--- config.mk ---
export PLATFORM = sky130hd
export DESIGN_NAME = display_fb_scheduler_flat
export DESIGN_NICKNAME = d
export VERILOG_FILES = /design/src/rtl/display_fb_pkg.sv /design/src/rtl/display_fb_scheduler_if.sv /design/src/rtl/display_fb_scheduler_cmd_port.sv /design/src/rtl/display_fb_scheduler.sv /design/src/flat_wrapper.sv
export SDC_FILE = /design/constraint.sdc
export NUM_CORES = 1
export LEC_CHECK = 0
export ABC_AREA = 1
export CAP_MARGIN = 20
export CORE_MARGIN = 2
export CORE_UTILIZATION = 37
export CTS_CLUSTER_DIAMETER = 200
export DETAILED_ROUTE_END_ITERATION = 10
export PLACE_DENSITY = 0.94
export SYNTH_ARGS = -nofsm -noshare
export SYNTH_HDL_FRONTEND = slang
export SYNTH_SLANG_ARGS = --single-unit
--- constraint.sdc ---
create_clock -name clk -period 1.8 [get_ports clk]
set_input_delay 0.36 -clock clk [delete_from_list [all_inputs] [get_ports clk]]
set_output_delay 0.36 -clock clk [all_outputs]
set_load 0.01 [all_outputs]
--- src/rtl/display_fb_pkg.sv ---
// Shared types for the triple-buffer display frame scheduler: FSM encodings,
// buffer index type and the saturating statistics increment.
package display_fb_pkg;

  localparam int NUM_BUF = 3;
  localparam int CNT_W   = 16;

  typedef logic [1:0] buf_idx_t;

  typedef enum logic [1:0] {
    WR_IDLE  = 2'd0,
    WR_ISSUE = 2'd1,
    WR_BUSY  = 2'd2
  } wr_state_e;

  typedef enum logic [1:0] {
    RD_IDLE  = 2'd0,
    RD_ISSUE = 2'd1,
    RD_BUSY  = 2'd2
  } rd_state_e;

  function automatic logic [CNT_W-1:0] sat_inc(input logic [CNT_W-1:0] v);
    return (v == '1) ? v : v + 1'b1;
  endfunction

endpackage

--- src/rtl/display_fb_scheduler_if.sv ---
// Command/completion bundle between the frame scheduler (master) and the
// camera write DMA plus display read DMA (slave).
interface display_fb_scheduler_if #(
  parameter int ADDR_W = 32
);
  logic              wr_cmd_valid;
  logic              wr_cmd_ready;
  logic [ADDR_W-1:0] wr_cmd_addr;
  logic              wr_frame_done;
  logic              rd_cmd_valid;
  logic              rd_cmd_ready;
  logic [ADDR_W-1:0] rd_cmd_addr;
  logic [23:0]       rd_cmd_len;
  logic              rd_frame_done;

  modport master (
    output wr_cmd_valid, wr_cmd_addr, rd_cmd_valid, rd_cmd_addr, rd_cmd_len,
    input  wr_cmd_ready, wr_frame_done, rd_cmd_ready, rd_frame_done
  );

  modport slave (
    input  wr_cmd_valid, wr_cmd_addr, rd_cmd_valid, rd_cmd_addr, rd_cmd_len,
    output wr_cmd_ready, wr_frame_done, rd_cmd_ready, rd_frame_done
  );
endinterface

--- src/rtl/display_fb_scheduler_cmd_port.sv ---
// Single-entry valid/ready command holder: loads an address when empty and
// keeps valid and address stable until the consumer accepts it.
module fb_cmd_port #(
  parameter int ADDR_W = 32
) (
  input  logic              clk,
  input  logic              rst_n,
  input  logic              load_i,
  input  logic [ADDR_W-1:0] addr_i,
  input  logic              ready_i,
  output logic              valid_o,
  output logic [ADDR_W-1:0] addr_o,
  output logic              fire_o
);

  logic              valid_q;
  logic [ADDR_W-1:0] addr_q;

  assign fire_o  = valid_q & ready_i;
  assign valid_o = valid_q;
  assign addr_o  = addr_q;

  always_ff @(posedge clk or negedge rst_n) begin
    if (!rst_n) begin
      valid_q <= 1'b0;
      addr_q  <= '0;
    end else if (load_i && !valid_q) begin
      valid_q <= 1'b1;
      addr_q  <= addr_i;
    end else if (fire_o) begin
      valid_q <= 1'b0;
    end
  end

endmodule

--- src/rtl/display_fb_scheduler.sv ---
// Triple-buffer scheduler handing write/read DMAs their frame buffers.
// Optional statistics counters are built when DISPLAY_FB_STATS_EN is defined.
module display_fb_scheduler
  import display_fb_pkg::*;
#(
  parameter int                 ADDR_W      = 32,
  parameter logic [ADDR_W-1:0]  BUF_BASE    = 32'h0100_0000,
  parameter logic [ADDR_W-1:0]  BUF_STRIDE  = 32'h0040_0000,
  parameter logic [23:0]        FRAME_BYTES = 24'd1_166_400
) (
  input  logic                    clk,
  input  logic                    rst_n,
  input  logic                    enable,
  input  logic                    disp_vs,
  display_fb_scheduler_if.master  dma,
  output logic [1:0]              wr_idx,
  output logic [1:0]              rd_idx,
  output logic                    proto_err,
  output logic [CNT_W-1:0]        drop_cnt,
  output logic [CNT_W-1:0]        repeat_cnt,
  output logic [CNT_W-1:0]        late_cnt
);

  localparam logic [ADDR_W-1:0] BUF_ADDR0 = BUF_BASE;
  localparam logic [ADDR_W-1:0] BUF_ADDR1 = BUF_BASE + BUF_STRIDE;
  localparam logic [ADDR_W-1:0] BUF_ADDR2 = BUF_BASE + (BUF_STRIDE << 1);

  function automatic logic [ADDR_W-1:0] buf_addr(input buf_idx_t idx);
    case (idx)
      2'd0:    return BUF_ADDR0;
      2'd1:    return BUF_ADDR1;
      default: return BUF_ADDR2;
    endcase
  endfunction

  logic      vs_r1_q, vs_r2_q;
  wr_state_e wr_state_q;
  rd_state_e rd_state_q;
  buf_idx_t  wr_idx_q, rd_idx_q, spare_idx_q;
  buf_idx_t  wr_idx_d, rd_idx_d, spare_idx_d;
  logic      fresh_q, fresh_d;
  logic      have_frame_q, proto_err_q;
  logic      wr_fire, rd_fire;
  logic      wr_done_ok, rd_done_ok, vs_fall, rd_start, rd_take;

  assign vs_fall    = vs_r2_q & ~vs_r1_q;
  assign wr_done_ok = dma.wr_frame_done & (wr_state_q == WR_BUSY);
  assign rd_done_ok = dma.rd_frame_done & (rd_state_q == RD_BUSY);
  // A frame finishing on the vsync edge itself is already eligible for display.
  assign rd_start   = vs_fall & (rd_state_q == RD_IDLE) & enable &
                      (have_frame_q | wr_done_ok);
  assign rd_take    = rd_start & (fresh_q | wr_done_ok);

  always_comb begin
    wr_idx_d    = wr_idx_q;
    rd_idx_d    = rd_idx_q;
    spare_idx_d = spare_idx_q;
    fresh_d     = fresh_q;
    if (wr_done_ok) begin
      wr_idx_d    = spare_idx_q;
      spare_idx_d = wr_idx_q;
      fresh_d     = 1'b1;
    end
    if (rd_take) begin
      rd_idx_d    = spare_idx_d;
      spare_idx_d = rd_idx_q;
      fresh_d     = 1'b0;
    end
  end

  always_ff @(posedge clk or negedge rst_n) begin
    if (!rst_n) begin
      vs_r1_q      <= 1'b0;
      vs_r2_q      <= 1'b0;
      wr_state_q   <= WR_IDLE;
      rd_state_q   <= RD_IDLE;
      wr_idx_q     <= 2'd0;
      spare_idx_q  <= 2'd1;
      rd_idx_q     <= 2'd2;
      fresh_q      <= 1'b0;
      have_frame_q <= 1'b0;
      proto_err_q  <= 1'b0;
    end else begin
      vs_r1_q     <= disp_vs;
      vs_r2_q     <= vs_r1_q;
      wr_idx_q    <= wr_idx_d;
      rd_idx_q    <= rd_idx_d;
      spare_idx_q <= spare_idx_d;
      fresh_q     <= fresh_d;
      if (wr_done_ok)
        have_frame_q <= 1'b1;
      if ((dma.wr_frame_done && !wr_done_ok) || (dma.rd_frame_done && !rd_done_ok))
        proto_err_q <= 1'b1;

      case (wr_state_q)
        WR_IDLE:  if (enable)     wr_state_q <= WR_ISSUE;
        WR_ISSUE: if (wr_fire)    wr_state_q <= WR_BUSY;
        WR_BUSY:  if (wr_done_ok) wr_state_q <= enable ? WR_ISSUE : WR_IDLE;
        default:                  wr_state_q <= WR_IDLE;
      endcase

      case (rd_state_q)
        RD_IDLE:  if (rd_start)   rd_state_q <= RD_ISSUE;
        RD_ISSUE: if (rd_fire)    rd_state_q <= RD_BUSY;
        RD_BUSY:  if (rd_done_ok) rd_state_q <= RD_IDLE;
        default:                  rd_state_q <= RD_IDLE;
      endcase
    end
  end

  fb_cmd_port #(.ADDR_W(ADDR_W)) u_wr_port (
    .clk     (clk),
    .rst_n   (rst_n),
    .load_i  ((wr_state_q == WR_ISSUE) && enable),
    .addr_i  (buf_addr(wr_idx_q)),
    .ready_i (dma.wr_cmd_ready),
    .valid_o (dma.wr_cmd_valid),
    .addr_o  (dma.wr_cmd_addr),
    .fire_o  (wr_fire)
  );

  fb_cmd_port #(.ADDR_W(ADDR_W)) u_rd_port (
    .clk     (clk),
    .rst_n   (rst_n),
    .load_i  ((rd_state_q == RD_ISSUE) && enable),
    .addr_i  (buf_addr(rd_idx_q)),
    .ready_i (dma.rd_cmd_ready),
    .valid_o (dma.rd_cmd_valid),
    .addr_o  (dma.rd_cmd_addr),
    .fire_o  (rd_fire)
  );

  assign dma.rd_cmd_len = FRAME_BYTES;
  assign wr_idx         = wr_idx_q;
  assign rd_idx         = rd_idx_q;
  assign proto_err      = proto_err_q;

`ifdef DISPLAY_FB_STATS_EN
  logic [CNT_W-1:0] drop_cnt_q, repeat_cnt_q, late_cnt_q;

  // An overwritten fresh frame counts as dropped unless the reader takes it on the same edge.
  always_ff @(posedge clk or negedge rst_n) begin
    if (!rst_n) begin
      drop_cnt_q   <= '0;
      repeat_cnt_q <= '0;
      late_cnt_q   <= '0;
    end else begin
      if (wr_done_ok && fresh_q && !rd_take)
        drop_cnt_q <= sat_inc(drop_cnt_q);
      if (rd_start && !rd_take)
        repeat_cnt_q <= sat_inc(repeat_cnt_q);
      if (vs_fall && (rd_state_q != RD_IDLE))
        late_cnt_q <= sat_inc(late_cnt_q);
    end
  end

  assign drop_cnt   = drop_cnt_q;
  assign repeat_cnt = repeat_cnt_q;
  assign late_cnt   = late_cnt_q;
`else
  assign drop_cnt   = '0;
  assign repeat_cnt = '0;
  assign late_cnt   = '0;
`endif

endmodule

--- src/flat_wrapper.sv ---
// flat-port wrapper written by rule: the top's interface ports become plain ports
module display_fb_scheduler_flat import display_fb_pkg::*;
#(
  parameter int                 ADDR_W      = 32,
  parameter logic [ADDR_W-1:0]  BUF_BASE    = 32'h0100_0000,
  parameter logic [ADDR_W-1:0]  BUF_STRIDE  = 32'h0040_0000,
  parameter logic [23:0]        FRAME_BYTES = 24'd1_166_400
)
  (clk, rst_n, enable, disp_vs, wr_idx, rd_idx, proto_err, drop_cnt, repeat_cnt, late_cnt, dma_wr_cmd_valid, dma_wr_cmd_addr, dma_rd_cmd_valid, dma_rd_cmd_addr, dma_rd_cmd_len, dma_wr_cmd_ready, dma_wr_frame_done, dma_rd_cmd_ready, dma_rd_frame_done);
  display_fb_scheduler_if #(.ADDR_W(ADDR_W)) dma_i ();
  input  logic clk;
  input  logic rst_n;
  input  logic enable;
  input  logic disp_vs;
  output logic [1:0] wr_idx;
  output logic [1:0] rd_idx;
  output logic proto_err;
  output logic [CNT_W-1:0] drop_cnt;
  output logic [CNT_W-1:0] repeat_cnt;
  output logic [CNT_W-1:0] late_cnt;
  output wire logic [$bits(dma_i.wr_cmd_valid)-1:0] dma_wr_cmd_valid;
  output wire logic [$bits(dma_i.wr_cmd_addr)-1:0] dma_wr_cmd_addr;
  output wire logic [$bits(dma_i.rd_cmd_valid)-1:0] dma_rd_cmd_valid;
  output wire logic [$bits(dma_i.rd_cmd_addr)-1:0] dma_rd_cmd_addr;
  output wire logic [$bits(dma_i.rd_cmd_len)-1:0] dma_rd_cmd_len;
  input wire logic [$bits(dma_i.wr_cmd_ready)-1:0] dma_wr_cmd_ready;
  input wire logic [$bits(dma_i.wr_frame_done)-1:0] dma_wr_frame_done;
  input wire logic [$bits(dma_i.rd_cmd_ready)-1:0] dma_rd_cmd_ready;
  input wire logic [$bits(dma_i.rd_frame_done)-1:0] dma_rd_frame_done;
  assign dma_wr_cmd_valid = dma_i.wr_cmd_valid;
  assign dma_wr_cmd_addr = dma_i.wr_cmd_addr;
  assign dma_rd_cmd_valid = dma_i.rd_cmd_valid;
  assign dma_rd_cmd_addr = dma_i.rd_cmd_addr;
  assign dma_rd_cmd_len = dma_i.rd_cmd_len;
  assign dma_i.wr_cmd_ready = dma_wr_cmd_ready;
  assign dma_i.wr_frame_done = dma_wr_frame_done;
  assign dma_i.rd_cmd_ready = dma_rd_cmd_ready;
  assign dma_i.rd_frame_done = dma_rd_frame_done;
  display_fb_scheduler #(.ADDR_W(ADDR_W), .BUF_BASE(BUF_BASE), .BUF_STRIDE(BUF_STRIDE), .FRAME_BYTES(FRAME_BYTES)) u_core (.clk(clk), .rst_n(rst_n), .enable(enable), .disp_vs(disp_vs), .dma(dma_i), .wr_idx(wr_idx), .rd_idx(rd_idx), .proto_err(proto_err), .drop_cnt(drop_cnt), .repeat_cnt(repeat_cnt), .late_cnt(late_cnt));
endmodule
==> run summary, run 1 <==
Site row count - 26
Clock Path Buffers - 2
Post-route antenna net violation count - 0
Max Freq - 576 MHz
Worst ir drop on vdd - 0.408 mV
Synthesized area - 1960 µm²
Yosys cell types - 18
Cts repair resizes - 0
Crit path arrival time - 1.38 ns
IO Port Bufs - 20
Fin crit share - 96.4%
Wire per inst - 7.80 µm
Yosys reg bits - 23
Max incr delay on CP - 0.56 ns
Status - finished, final reports clean
Die Ht - 76.7 µm
DRC - 0
Grt ovf - 0
Die X - 76.7 µm
Post-route minimum period - 1.74 ns
Sw Ratio - 38.6%
Drt first pass iters - 4
Worst setup EP type - output pin
Final Setup Violations - 0
Crit-path slowest cell - dfstp_2
Final-stage net count - 267
Postcts setup bufs - 0
P&R area growth vs syn - -7.87%
Maxcap violations - 0
Clk slew on worst S/H paths - 0.08 ns
Vias - 1089
First-pass GRT wire length - 3.57 mm
Register area share after synthesis - 29.6%
Cell Int Power - 0.903 mW
Antenna violations before repair - 0
Number of H-tree levels - 1
Leak - 1.02 nW
Sequential share of power - 44.1%
CORE AREA - 5110 µm²
Fin Hold WS - 0.383 ns
TritonCTS clock tree - done
Final WL - 2.56 mm
Largest net degree at the start of global routing - 24
Crit Path Category - register to output pin
DP Wirelength - 2.20 mm
Initial Utilization - 38.3%
CTS buffer count - 3
Post-route setup TNS - 0 ns
Slew Viols, Final - 0
N_diodes - 0
Final Hold Viols - 0
1st-iter DRT viols - 18
Syn avg cell area - 8.32 µm²
Worst EP required - 1.44 ns
Worst path bufs/invs - 1
Top-Level Pins - 151
Die Area - 5880 µm²
Clock power share - 21.4%
Post-CTS Hold Buffers - 0
Cell area power density - 816 nW/µm²
Power Total - 1.47 mW
Clk sinks - 23
Routability congestion estimate - 0.824
Ys Warns - 0
Root buffer cell - clkbuf_8
Routed vias/inst - 3.32
Worst path top cell family by delay - flip-flops
Syn Inst Count - 235
Hold crit path type - register to register
Critical Path Start Type - register
Vias in the first global route - 780
Psw - 0.568 mW
Crit Path Max Fanout - 4
Clock Latency Late Sink - 0.26 ns
GR Util All Layers - 7.39%
Share of cells above drive strength 1 - 5.81%
Layout Skew - 0.00243 ns
Commonest non-fill, non-tap cell in the layout - conb_1
Critical Path, Cell by Cell - clkdlybuf4s50_1
Combinational share of power - 34.5%
Most frequent cells in the layout - conb_1, nand2_1, dfrtp_1, clkdlybuf4s50_1, inv_1
RSZ-0062 raised after global routing - false
-- metrics by stage --
stage,util (%),instance area (µm²),setup WS [ns],std cells
CTS,35.3,1800,0.0579,328
floorplan,-,2440,0.780,363
finish,35.3,1800,0.0648,328
global placement,34.4,1760,0.228,324
detailed placement,34.4,1760,0.163,324
global route,35.3,1800,0.0350,328
-- Yosys cell counts (all sizes together) --
library cell / count / area share, %
buf: 130 / 50
nand2: 40 / 8.4
dfrtp: 21 / 27
inv: 13 / 2.5
nand3: 6 / 3.1
nand4: 6 / 1.9
nor2: 5 / 1.3
o21ai: 5 / 1.3
a21oi: 3 / 0.77
conb: 2 / 0.38
dfstp: 2 / 2.7
a21boi: 1 / 0.38
a31o: 1 / 0.45
-- routing by layer --
layer / global-route usage [%] / wire length, µm / up-vias
li1: - / - / 508
met1: 9.07 / 928 / 483
met2: 12.4 / 1300 / 92
met3: 1.53 / 282 / 6
met5: 0 / 0 / -
met4: 3.45 / 44 / 0
-- power groups by stage --
| stage | combinational [mW] | clock [mW] | sequential (mW) |
|---|---|---|---|
| 2_1_floorplan | 0.551 | 0 | 0.667 |
| 3_3_place_gp | 0.490 | 0 | 0.656 |
| 3_5_place_dp | 0.504 | 0 | 0.659 |
| 4_1_cts | 0.505 | 0.325 | 0.649 |
| 5_1_grt | 0.568 | 0.345 | 0.658 |
| 6_report | 0.507 | 0.315 | 0.649 |
-- cell families (layout without fill, tap and decap cells) --
| group | after synthesis | after routing | synth area share [%] |
|---|---|---|---|
| other cells | 2 | 130 | 0.384 |
| buf+inv | 143 | 38 | 52.4 |
| flops | 23 | 23 | 29.6 |
| compound gates | 10 | 10 | 2.88 |
| simple gates | 57 | 57 | 14.8 |
-- final timing paths --
| check | from | end | slack (ns) | cells past startpoint |
|---|---|---|---|---|
| hold / removal | u_core.vs_r1_q$_DFF_PN0_ | u_core.vs_r2_q$_DFF_PN0_ | 0.38 | 0 |
| min in group asynchronous | rst_n | u_core.u_rd_port.addr_o[22]$_DFFE_PN0P_ | 0.44 | 2 |
| max in group asynchronous | rst_n | u_core.rd_idx[1]$_DFFE_PN1P_ | 1.08 | 2 |
| setup / recovery | u_core.rd_idx[1]$_DFFE_PN1P_ | rd_idx[1] | 0.06 | 1 |
| setup reg to reg | u_core.wr_state_q[1]$_DFFE_PN0P_ | u_core.u_wr_port.addr_o[22]$_DFFE_PN0P_ | 0.63 | 5 |
| hold reg to reg | u_core.vs_r1_q$_DFF_PN0_ | u_core.vs_r2_q$_DFF_PN0_ | 0.38 | 0 |
-- cell type report --
type	count	area, µm²
Sequential cell	23	578
Tap cell	70	87.6
Inverter	13	48.8
Timing Repair Buffer	21	208
Fill cell	517	3310
Clock inverter	1	5.00
Multi-Input combinational cell	197	833
Clock buffer	3	41.3
-- worst register-to-register path: stages, from the launching register on --
cell and delay (ns):
dfrtp_1 0.45, nor2_1 0.24, nand3_2 0.16, nor2_1 0.15, nand2_1 0.06, nand2_1 0.05
-- sequential cells by signal, indices dropped and copies added, names as in the netlist --
signal and cells:
u_core.fresh_q 1, u_core.u_wr_port.valid_o 1, u_core.u_rd_port.valid_o 1, u_core.rd_state_q 2, u_core.rd_idx 2, u_core.spare_idx_q 2, u_core.wr_state_q 2, u_core.proto_err 1
u_core.vs_r2_q 1, u_core.u_wr_port.addr_o 3, u_core.vs_r1_q 1, u_core.wr_idx 2, u_core.u_rd_port.addr_o 3, u_core.have_frame_q 1
No activity file was read; power rests on OpenSTA's default activity.
==> run 2, diff against run 1 <==
--- a/config.mk
+++ b/config.mk
@@ -12,6 +12,7 @@
 export CTS_CLUSTER_DIAMETER = 200
 export DETAILED_ROUTE_END_ITERATION = 10
 export PLACE_DENSITY = 0.94
+export SETUP_SLACK_MARGIN = 0.1
 export SYNTH_ARGS = -nofsm -noshare
 export SYNTH_HDL_FRONTEND = slang
 export SYNTH_SLANG_ARGS = --single-unit
==> run 2 against run 1 <==
Cell count unchanged. Fmax increased by 6.3%. Clock power is essentially flat. Largest power group unchanged. Register-to-register slack is essentially flat. Setup slack gained 0.10 ns. Critical path depth did not move. Sequential cell count unchanged. Die area stayed put. Wire length about the same.
==> run summary, run 2 (synthesis results as in run 1) <==
Status - finished, final reports clean
Clk slew on worst S/H paths - 0.08 ns
1st-iter DRT viols - 15
Clk sinks - 23
Grt ovf - 0
Commonest non-fill, non-tap cell in the layout - conb_1
Die Area - 5880 µm²
Max Freq - 613 MHz
Dpl cells - 324
Final std cells w/o fill - 328
P&R area growth vs syn - -7.93%
Max incr delay on CP - 0.60 ns
Cts repair resizes - 1
Clock Path Buffers - 2
Die X - 76.7 µm
Post-CTS Hold Buffers - 0
Worst EP required - 1.44 ns
Routed vias/inst - 3.33
Worst path top cell family by delay - buffers and inverters
TritonCTS clock tree - done
DRC - 0
Crit Path Max Fanout - 4
IO Port Bufs - 20
Share of cells above drive strength 1 - 5.81%
Critical Path Start Type - register
Final-stage net count - 267
Origin of the worst min-delay path - u_core.vs_r1_q$_DFF_PN0_
Antenna violations before repair - 0
Final WL - 2.56 mm
Drt first pass iters - 4
Vias in the first global route - 780
Top-Level Pins - 151
Post-route antenna net violation count - 0
Clock Latency Late Sink - 0.26 ns
Leak - 1.03 nW
Crit-path slowest cell - clkdlybuf4s50_1
Final Setup Violations - 0
Layout Skew - 0.00245 ns
WL met2 - 1.31 mm
Hold crit path type - register to register
WHS Endpoint - u_core.vs_r2_q$_DFF_PN0_
Maxcap violations - 0
Most frequent cells in the layout - conb_1, nand2_1, dfrtp_1, clkdlybuf4s50_1, inv_1
Fin crit share - 90.7%
Worst setup EP type - output pin
DR WL met3 - 277 µm
Slew Viols, Final - 0
Number of H-tree levels - 1
Wire per inst - 7.81 µm
GR Util All Layers - 7.39%
Final Hold Viols - 0
Placement Setup Slack - 0.163 ns
Routability congestion estimate - 0.824
Worst ir drop on vdd - 0.408 mV
DP Wirelength - 2.20 mm
Post-route setup TNS - 0 ns
Postcts setup bufs - 0
Critical Path, Cell by Cell - clkdlybuf4s50_1
RSZ-0062 raised after global routing - false
Crit path arrival time - 1.27 ns
CTS buffer count - 3
Root buffer cell - clkbuf_8
CORE AREA - 5110 µm²
Crit Path Category - register to output pin
Cell area power density - 817 nW/µm²
Worst path bufs/invs - 1
Reg2Reg Depth - 5
RR Endpoint - u_core.u_wr_port.addr_o[22]$_DFFE_PN0P_
Worst Hold Depth - 0
Post-route minimum period - 1.63 ns
N_diodes - 0
Initial Utilization - 38.3%
Max Used Layer - met4
Die Ht - 76.7 µm
M1 wire length - 928 µm
First-pass GRT wire length - 3.57 mm
Vias - 1091
Largest net degree at the start of global routing - 24
R2R setup slack - 0.63 ns
Worst r2r src - u_core.wr_state_q[1]$_DFFE_PN0P_
Site row count - 26
Final worst slack - 0.168 ns
-- run 2: final cells by class --
class / instances / area [µm²]
fill: 518 / 3310
multi-input combinational: 197 / 833
sequential: 23 / 578
timing repair buffer: 21 / 206
tap: 70 / 87.6
inverter: 13 / 48.8
clock buffer: 3 / 41.3
clock inverter: 1 / 5.00
-- run 2: stage by stage --
stage / hold slack [ns] / utilization, % / cell area (µm²) / power, mW
2_1_floorplan: 0.0644 / - / 2440 / 1.22
3_3_place_gp: 0.361 / 34.4 / 1760 / 1.15
3_5_place_dp: 0.364 / 34.4 / 1760 / 1.16
4_1_cts: 0.383 / 35.3 / 1800 / 1.48
5_1_grt: 0.394 / 35.3 / 1800 / 1.57
6_report: 0.383 / 35.3 / 1800 / 1.47
-- run 2: routing by layer --
metal	vias to the layer above	GRT usage (%)
met5	-	0
met4	0	3.45
met3	6	1.53
met2	92	12.4
met1	485	9.07
li1	508	-
-- run 2: worst max-delay path by stage --
stage | from | to | slack, ns | depth (start not counted)
after floorplan | u_core.wr_state_q[1]$_DFFE_PN0P_ | u_core.u_wr_port.addr_o[22]$_DFFE_PN0P_ | 0.78 | 5
after global placement | dma_wr_frame_done | u_core.rd_idx[0]$_DFFE_PN0P_ | 0.23 | 6
after detailed placement | dma_wr_frame_done | u_core.spare_idx_q[1]$_DFF_PN0_ | 0.16 | 6
after CTS | u_core.u_wr_port.valid_o$_DFFE_PN0P_ | dma_wr_cmd_valid | 0.16 | 1
after global routing | u_core.rd_idx[0]$_DFFE_PN0P_ | rd_idx[0] | 0.13 | 1
final | u_core.u_wr_port.valid_o$_DFFE_PN0P_ | dma_wr_cmd_valid | 0.17 | 1
-- run 2: power by group --
part	switching, mW	total [mW]	internal [mW]
sequential	0.0531	0.649	0.596
combinational	0.355	0.507	0.152
clock	0.160	0.315	0.154
==> run 3, diff against run 2 <==
--- a/config.mk
+++ b/config.mk
@@ -5,8 +5,9 @@
 export SDC_FILE = /design/constraint.sdc
 export NUM_CORES = 1
 export LEC_CHECK = 0
-export ABC_AREA = 1
+export ABC_CLOCK_PERIOD_IN_PS = 1800
 export CAP_MARGIN = 20
+export CORE_ASPECT_RATIO = 0.5
 export CORE_MARGIN = 2
 export CORE_UTILIZATION = 37
 export CTS_CLUSTER_DIAMETER = 200
==> run 3 against run 2 <==
Combinational power decreased by 16%. Largest cell class unchanged. Worst hold slack improved by 0.066 ns. Cell count decreased by 8.2%. Synthesized cell count decreased by 13%. Critical path depth unchanged. Non-clock buffer count increased by 4. Sequential cell count unchanged. Critical path type unchanged. Utilization increased by 1.4 points.
==> run summary, run 3 <==
Top-Level Pins - 151
Slew Viols, Final - 0
Ys Warns - 0
N_diodes - 0
Yosys reg bits - 23
Drt first pass iters - 4
Max Freq - 634 MHz
Final Hold Viols - 0
Count leader, synth - buf_4
Die X - 107 µm
Grt ovf - 0
Commonest non-fill, non-tap cell in the layout - conb_1
Worst ir drop on vdd - 0.325 mV
Share of cells above drive strength 1 - 11.3%
Wire per inst - 8.14 µm
Routed vias/inst - 3.24
Register area share after synthesis - 29.5%
P&R area growth vs syn - -6.39%
Vias - 976
CORE AREA - 5000 µm²
Crit Path Max Fanout - 4
Root buffer cell - clkbuf_8
Yosys cell types - 25
Hold crit path type - register to register
1st-iter DRT viols - 54
Origin of the worst min-delay path - u_core.vs_r1_q$_DFF_PN0_
Crit-path slowest cell - clkdlybuf4s50_1
RSZ-0062 raised after global routing - false
Crit path arrival time - 1.22 ns
Fin Hold WS - 0.449 ns
Synth top area share - 49.9%
Fillers - 487
CTS buffer count - 3
Vias in the first global route - 715
Worst path top cell family by delay - buffers and inverters
DRC - 0
Initial Utilization - 39.1%
Leak - 1.01 nW
Most frequent cells in the layout - conb_1, dfrtp_1, clkdlybuf4s50_1, nand2_1, mux2_2
Top cells by area, synth - buf_4, dfrtp_1, mux2_2
Syn avg cell area - 9.59 µm²
Final Setup Violations - 0
Maxcap violations - 0
Site row count - 18
Cell area power density - 779 nW/µm²
Die Ht - 55.4 µm
Critical Path Source - u_core.wr_idx[0]$_DFFE_PN0P_
Clk slew on worst S/H paths - 0.08 ns
Critical Path, Cell by Cell - clkdlybuf4s50_1
Dominant synthesized flop cell - dfrtp_1
Post-synth top area cell - buf_4
Clock Latency Late Sink - 0.26 ns
Syn Inst Count - 204
Routability congestion estimate - 0.701
Layout Skew - 0.00432 ns
Final-stage net count - 240
Synthesized area - 1960 µm²
Post-DP Area - 1790 µm²
Die Area - 5920 µm²
Most frequent cells after synthesis - buf_4, dfrtp_1, nand2_1, mux2_2
Post-route antenna net violation count - 0
Worst path bufs/invs - 1
Post-synth EDFFs - 0
Worst EP required - 1.44 ns
Status - finished, final reports clean
Final WL - 2.45 mm
Number of H-tree levels - 1
Antenna violations before repair - 0
Worst r2r src - u_core.rd_state_q[1]$_DFFE_PN0P_
Largest net degree at the start of global routing - 24
First-pass GRT wire length - 3.47 mm
Finished Cell Area - 1830 µm²
Post-route minimum period - 1.58 ns
Crit Path Category - register to output pin
Max incr delay on CP - 0.56 ns
DP Wirelength - 2.06 mm
TritonCTS clock tree - done
Clock Path Buffers - 2
Clk sinks - 23
GR Util All Layers - 7.23%
Worst setup EP type - output pin
Fin crit share - 87.7%
IO Port Bufs - 20
FFs w/ async S/R, synth - 100%
Critical Path Start Type - register
## run 3: stage by stage
step / power (mW) / util [%] / worst slack (ns) / cells / setup TNS (ns)
after global routing: 1.51 / 36.6 / 0.175 / 301 / 0
after global placement: 1.11 / 35.7 / 0.0155 / 297 / 0
final: 1.43 / 36.6 / 0.222 / 301 / 0
after CTS: 1.43 / 36.6 / 0.212 / 301 / 0
after detailed placement: 1.12 / 35.7 / -0.0142 / 297 / -0.0203
after floorplan: 1.18 / - / 0.473 / 332 / 0
## run 3: cells by family after synthesis
logic type	Yosys count	share of synthesized area, %
AOI/OAI and AO/OA	12	4.80
buffers and inverters	134	50.6
DFF	23	29.5
muxes	8	4.79
other	2	0.384
and+or+nand+nor	25	9.85
## run 3: final cells by class
cell class | count | area, µm² | area share [%]
sequential | 23 | 578 | 31.6
tap | 70 | 87.6 | 4.78
multi-input combinational | 175 | 868 | 47.4
clock inverter | 1 | 5.00 | 0.273
timing repair buffer | 25 | 236 | 12.9
inverter | 4 | 15.0 | 0.820
clock buffer | 3 | 41.3 | 2.25
## run 3: final timing paths
kind	end	slack (ns)	depth (start not counted)
worst max register to register	u_core.rd_idx[0]$_DFFE_PN0P_	0.37	3
worst min-delay path	u_core.vs_r2_q$_DFF_PN0_	0.45	0
worst max-delay path	wr_idx[0]	0.22	1
min in group asynchronous	u_core.u_rd_port.addr_o[24]$_DFFE_PN0P_	0.47	2
worst min register to register	u_core.vs_r2_q$_DFF_PN0_	0.45	0
max in group asynchronous	u_core.rd_idx[1]$_DFFE_PN1P_	1.05	2
## run 3: power breakdown
| group | internal (mW) | switching, mW | leakage (nW) |
|---|---|---|---|
| registers | 0.598 | 0.0935 | 0.282 |
| clock network | 0.154 | 0.155 | 0.0255 |
| logic | 0.183 | 0.243 | 0.702 |
## run 3: timing repair
| action | 4_1_cts | 5_1_grt |
|---|---|---|
| buffers inserted | 0 | 0 |
| gates resized for setup | 1 | 0 |
| setup endpoints to repair | 1 | 0 |
| hold buffers | 0 | 0 |
## run 3: routing by layer
metal	share of wire, %	routed length [µm]	GRT usage [%]
met2	59	1440	14.3
met4	1.1	27	3.34
met3	8.4	205	0.708
met5	0	0	0
met1	32	779	7.72
